File: config.mk
export PLATFORM = sky130hd
export DESIGN_NAME = commit_trace_buffer
export DESIGN_NICKNAME = d
export VERILOG_FILES = /design/src/rtl/commit_trace_buffer.sv
export SDC_FILE = /design/constraint.sdc
export NUM_CORES = 2
export LEC_CHECK = 0
export ABC_CLOCK_PERIOD_IN_PS = 13200
export BUFFER_PORTS_ARGS = -buffer_cell sky130_fd_sc_hd__buf_2
export CAP_MARGIN = 0
export CORE_ASPECT_RATIO = 1.25
export CORE_MARGIN = 10
export CORE_UTILIZATION = 30
export CTS_BUF_LIST = sky130_fd_sc_hd__clkbuf_4 sky130_fd_sc_hd__clkbuf_8
export DETAILED_ROUTE_END_ITERATION = 8
export PLACE_DENSITY_LB_ADDON = 0.08
export SETUP_SLACK_MARGIN = 0.1
export SYNTH_ARGS = -nofsm -noshare
export SYNTH_HDL_FRONTEND = slang
export SYNTH_SLANG_ARGS = --single-unit
File: constraint.sdc
create_clock -name clk -period 13.2 [get_ports clk]
set_clock_uncertainty 0.2 [all_clocks]
set_input_delay 3.3 -clock clk [delete_from_list [all_inputs] [get_ports clk]]
set_output_delay 3.3 -clock clk [all_outputs]
set_load 0.005 [all_outputs]
File: src/rtl/commit_trace_buffer.sv
// Retire-trace FIFO: captures one record per retired instruction and presents it show-ahead
// to a valid/ready trace drain, throttling the core or dropping (and counting) when full.
module commit_trace_buffer #(
    parameter int DEPTH      = 16,
    parameter int ADDR_W     = 4,
    parameter int AFULL_LVL  = 14,
    parameter bit STALL_MODE = 1'b1
) (
    input  logic              clk,
    input  logic              reset,
    input  logic              system_ena,
    input  logic              wb_valid,
    input  logic [31:0]       wb_pc,
    input  logic [31:0]       wb_instr,
    input  logic              wb_rf_we,
    input  logic [4:0]        wb_rf_waddr,
    input  logic [31:0]       wb_rf_wdata,
    output logic              trace_valid,
    input  logic              trace_ready,
    output logic [31:0]       trace_seq,
    output logic [31:0]       trace_pc,
    output logic [31:0]       trace_instr,
    output logic              trace_we,
    output logic [4:0]        trace_waddr,
    output logic [31:0]       trace_wdata,
    output logic [ADDR_W:0]   count,
    output logic              stall_req,
    output logic              overflow,
    output logic [15:0]       drop_cnt
);

    typedef struct packed {
        logic [31:0] seq;
        logic [31:0] pc;
        logic [31:0] instr;
        logic        we;
        logic [4:0]  waddr;
        logic [31:0] wdata;
    } rec_t;

    localparam logic [ADDR_W:0]   FULL_CNT  = (ADDR_W+1)'(DEPTH);
    localparam logic [ADDR_W:0]   AFULL_CNT = (ADDR_W+1)'(AFULL_LVL);
    localparam logic [ADDR_W:0]   CNT_ONE   = {{ADDR_W{1'b0}}, 1'b1};
    localparam logic [ADDR_W-1:0] PTR_ONE   = {{(ADDR_W-1){1'b0}}, 1'b1};

    rec_t              mem_q [DEPTH];
    rec_t              wr_rec;
    rec_t              head_rec;

    logic [ADDR_W-1:0] wr_ptr_q, wr_ptr_d;
    logic [ADDR_W-1:0] rd_ptr_q, rd_ptr_d;
    logic [ADDR_W:0]   count_q, count_d;
    logic [31:0]       seq_q, seq_d;
    logic              stall_q, stall_d;
    logic              overflow_q, overflow_d;
    logic [15:0]       drop_cnt_q, drop_cnt_d;

    logic              retire;
    logic              full;
    logic              not_empty;
    logic              push;
    logic              pop;
    logic              drop;
    logic              keep_we;

    always_comb begin
        retire    = system_ena & wb_valid;
        full      = (count_q == FULL_CNT);
        not_empty = (count_q != '0);
        pop       = system_ena & not_empty & trace_ready;
        // A pop in the same cycle frees the slot, so a full FIFO still accepts.
        push      = retire & (~full | pop);
        drop      = retire & full & ~pop;
    end

    // Writes to $0 and non-writing instructions are normalised so the drain sees a clean GPR field.
    always_comb begin
        keep_we        = wb_rf_we & (wb_rf_waddr != 5'd0);
        wr_rec.seq     = seq_q;
        wr_rec.pc      = wb_pc;
        wr_rec.instr   = wb_instr;
        wr_rec.we      = keep_we;
        wr_rec.waddr   = keep_we ? wb_rf_waddr : 5'd0;
        wr_rec.wdata   = keep_we ? wb_rf_wdata : 32'd0;
    end

    always_comb begin
        wr_ptr_d   = wr_ptr_q;
        rd_ptr_d   = rd_ptr_q;
        count_d    = count_q;
        seq_d      = seq_q;
        overflow_d = overflow_q;
        drop_cnt_d = drop_cnt_q;

        if (push) begin
            wr_ptr_d = wr_ptr_q + PTR_ONE;
        end
        if (pop) begin
            rd_ptr_d = rd_ptr_q + PTR_ONE;
        end

        case ({push, pop})
            2'b10:   count_d = count_q + CNT_ONE;
            2'b01:   count_d = count_q - CNT_ONE;
            default: count_d = count_q;
        endcase

        // Dropped records still consume a sequence number so gaps reveal the loss.
        if (retire) begin
            seq_d = seq_q + 32'd1;
        end

        if (drop) begin
            overflow_d = 1'b1;
            if (drop_cnt_q != 16'hFFFF) begin
                drop_cnt_d = drop_cnt_q + 16'd1;
            end
        end

        stall_d = STALL_MODE & (count_d >= AFULL_CNT);
    end

    always_ff @(posedge clk) begin
        if (!reset) begin
            wr_ptr_q   <= '0;
            rd_ptr_q   <= '0;
            count_q    <= '0;
            seq_q      <= '0;
            stall_q    <= 1'b0;
            overflow_q <= 1'b0;
            drop_cnt_q <= '0;
        end else begin
            wr_ptr_q   <= wr_ptr_d;
            rd_ptr_q   <= rd_ptr_d;
            count_q    <= count_d;
            seq_q      <= seq_d;
            stall_q    <= stall_d;
            overflow_q <= overflow_d;
            drop_cnt_q <= drop_cnt_d;
        end
    end

    // Record storage carries no reset; the pointers and count decide what is live.
    always_ff @(posedge clk) begin
        if (reset && push) begin
            mem_q[wr_ptr_q] <= wr_rec;
        end
    end

    always_comb begin
        head_rec    = mem_q[rd_ptr_q];
        trace_valid = not_empty;
        trace_seq   = head_rec.seq;
        trace_pc    = head_rec.pc;
        trace_instr = head_rec.instr;
        trace_we    = head_rec.we;
        trace_waddr = head_rec.waddr;
        trace_wdata = head_rec.wdata;
        count       = count_q;
        stall_req   = stall_q;
        overflow    = overflow_q;
        drop_cnt    = drop_cnt_q;
    end

endmodule
==> impl_results.md <==
* Die area at 0.3010 mm2
* Post-synth top flop: edfxtp_1
* Max VDD drop at 0.1034 mV
* Cell Area, Synth at 0.08379 mm2
* DR WL/cell at 28.28 um
* IO buf count at 264
* Crit path max fanout at 109
* Commonest non-fill, non-tap cell in the layout: edfxtp_1
* Gate Count Post-Synth at 3439
* CP dominant cell by count: mux4_2
* Post-synthesis async set-or-reset flop share at 0%
* Detailed Place HPWL at 111500 um
* R2r setup slk at 8590 ps
* Post-CTS Setup Repair Bufs at 0
* Reg2Reg Capture Point: mem_q[7][79]
* Pwr dens at 149.1 mW/mm2
* Crit-path slowest cell: buf_4
* Max cap viols at 0
* Most frequent cells in the layout: edfxtp_1 (2144), mux4_2 (658), clkbuf_8 (401)
* DR pass1 iterations at 5
* Worst-Margin Slew at 1112 ps
* Worst path bufs/invs at 3
* Die Y at 610.9 um
* Min Tclk post-route at 8083 ps
* RSZ-0062 raised after global routing: false
* Cell Chain, Critical Path: buf_12 > buf_4 > mux4_2 > mux4_2 > buf_2
* Iteration-0 DRC Markers at 2631
* CTS Sinks at 2211
* Total power draw at 14.52 mW
* EDFF count, synth at 2144
* Period utilisation layout at 61.24%
* Total number of vias at 38300
* Crit path to: trace_seq[20]
* Final core utilization at 35.09%
* Top Family by Delay on Critical Path: buffers and inverters
* TNS Setup at 0 ps
* Clock buffer depth at 4
* Worst R2R Path Depth at 6
* Sequential fraction of the synthesis area at 78.44%
* CP Class: reg -> out
* Antenna violations before repair at 35
* Synth Warn # at 0
* WP data arrival at 4580 ps
* Syn Area/Cell at 24.36 um2
* Nets at 4108
* DRC violations left at 0
* Final setup violation count at 0
* Critical path required time at 9700 ps
* Yosys reg bits at 2211
* CTS tree: yes
* I/O pins at 265
* Grt ovf at 0
* Worst-skew pair later-pin latency at 990 ps
* Hold Buf Count CTS at 0
* RePlAce Congestion at 0.6682
* Vias per cell at 4.790
* FILL cells at 25880
* TritonCTS buffer count at 389
* Min Hold Slack at 252.9 ps
* H-tree level count at 5
* CTS clk-pin slew, worst paths at 60 ps
* Core footprint at 0.2776 mm2
* Post-cts sizing count at 0
* Crit-path max cell delay at 870 ps
* Syn Nets at 3554
* Initial Util at 30.19%
* Type of origin of the critical path: flop
* DP Cell Count at 7308
* Largest net degree at the start of global routing at 121
* Levels on crit path at 5
* Distinct cells, synth at 53
* Final ANT Viol Nets at 0
* Worst Hold Class: reg -> reg
* Slew Viols, Final at 0
* Vias in the first global route at 43130
* Root buffer cell: clkbuf_8
* Share of cells above drive strength 1 at 37.94%
* R2R Path Start: count[1]
* Max-slew headroom at 25.55%
* Status: finished clean
* Post-route insts no fill at 7997
* CP Capture Type: primary output
* WL final at 226100 um
* GRT Total Usage at 14.77%
* First-pass GRT wire length at 323900 um
* Final hold violation count at 0
* Die width at 492.7 um
* Synth-to-Final Area Change at 16.23%
* Num rows at 216
* P_leak at 28.89 nW
* Fmax at 123.7 MHz
sequential cells by signal, summed over array words and instances (netlist names), named ones only:
name,count
seq_q,32
count,5
wr_ptr_q,4
drop_cnt,16
rd_ptr_q,4
mem_q,2144
overflow,1
stall_req,1
through the flow:
stage               setup WS [ps]  instance area [um2]
floorplan                    2481                83810
global placement             5616                89940
detailed placement           5591                89940
CTS                          4839                97360
global route                 4718                97370
finish                       5117                97380
power breakdown:
group / leakage (nW) / internal (mW) / total (mW) / switching [mW]
sequential: 19.5 / 7.70 / 7.72 / 0.0179
clock: 3.92 / 3.36 / 6.15 / 2.79
combinational: 5.47 / 0.299 / 0.650 / 0.351
worst min-delay path, delay by kind of cell, from the launching register on:
| family | cells | cell delay, ps |
|---|---|---|
| AO/OA/AOI/OAI | 1 | 50 |
| flip-flops | 1 | 310 |
| buffers and inverters | 1 | 50 |
Yosys cell counts (8+ instances only):
master	number	area share, %
and2_1	39	0.29
inv_1	16	0.072
dfxtp_1	67	1.6
buf_1	15	0.067
nor2b_1	13	0.097
nand2_1	36	0.16
xnor2_1	25	0.26
xor2_1	13	0.14
a21oi_1	27	0.16
clkbuf_1	94	0.42
buf_2	60	0.36
mux2i_1	19	0.23
ha_1	8	0.12
o21ai_0	13	0.078
or3_1	10	0.075
nor4_1	9	0.067
nor3_1	8	0.048
nand4_1	14	0.10
edfxtp_1	2144	77
a211oi_1	16	0.14
nand3_1	17	0.10
nor2_1	63	0.28
mux4_2	658	18
metal layers:
metal | global-route usage, % | part of all wire [%] | vias up
li1 | - | - | 15970
met1 | 19.90 | 44 | 21070
met2 | 24.70 | 49 | 869
met3 | 2.855 | 4.3 | 382
met4 | 3.520 | 2.0 | 12
met5 | 0 | 0.037 | -
final cells by class:
type | instances | area [um2] | share of cell area (%)
antenna | 10 | 25.02 | 0.02570
clock buffer | 538 | 6548 | 6.723
clock inverter | 141 | 873.3 | 0.8968
inverter | 16 | 60.06 | 0.06167
multi-input combinational | 1036 | 17380 | 17.85
sequential | 2211 | 65740 | 67.50
tap | 3706 | 4637 | 4.761
timing repair buffer | 339 | 2122 | 2.179
how the worst min path moves through the flow:
stage               startpoint        to  slack [ps]  cells past startpoint
floorplan             overflow  overflow         240                      2
CTS                   overflow  overflow         260                      2
global placement      overflow  overflow         240                      2
detailed placement    overflow  overflow         250                      2
finish                overflow  overflow         250                      2
global route          overflow  overflow         270                      2
cell families (layout without fill, tap and decap cells):
family,Yosys count,in the layout,synth area share [%]
and+or+nand+nor,234,234,1.478
other,0,10,0
adders and majority gates,8,8,0.1195
xor gates and xnor gates,38,38,0.3972
muxes,677,677,17.91
DFF,2211,2211,78.44
AOI/OAI and AO/OA,79,79,0.6660
buffers and inverters,192,1034,0.9870
Power figures use the tool's default switching activity.
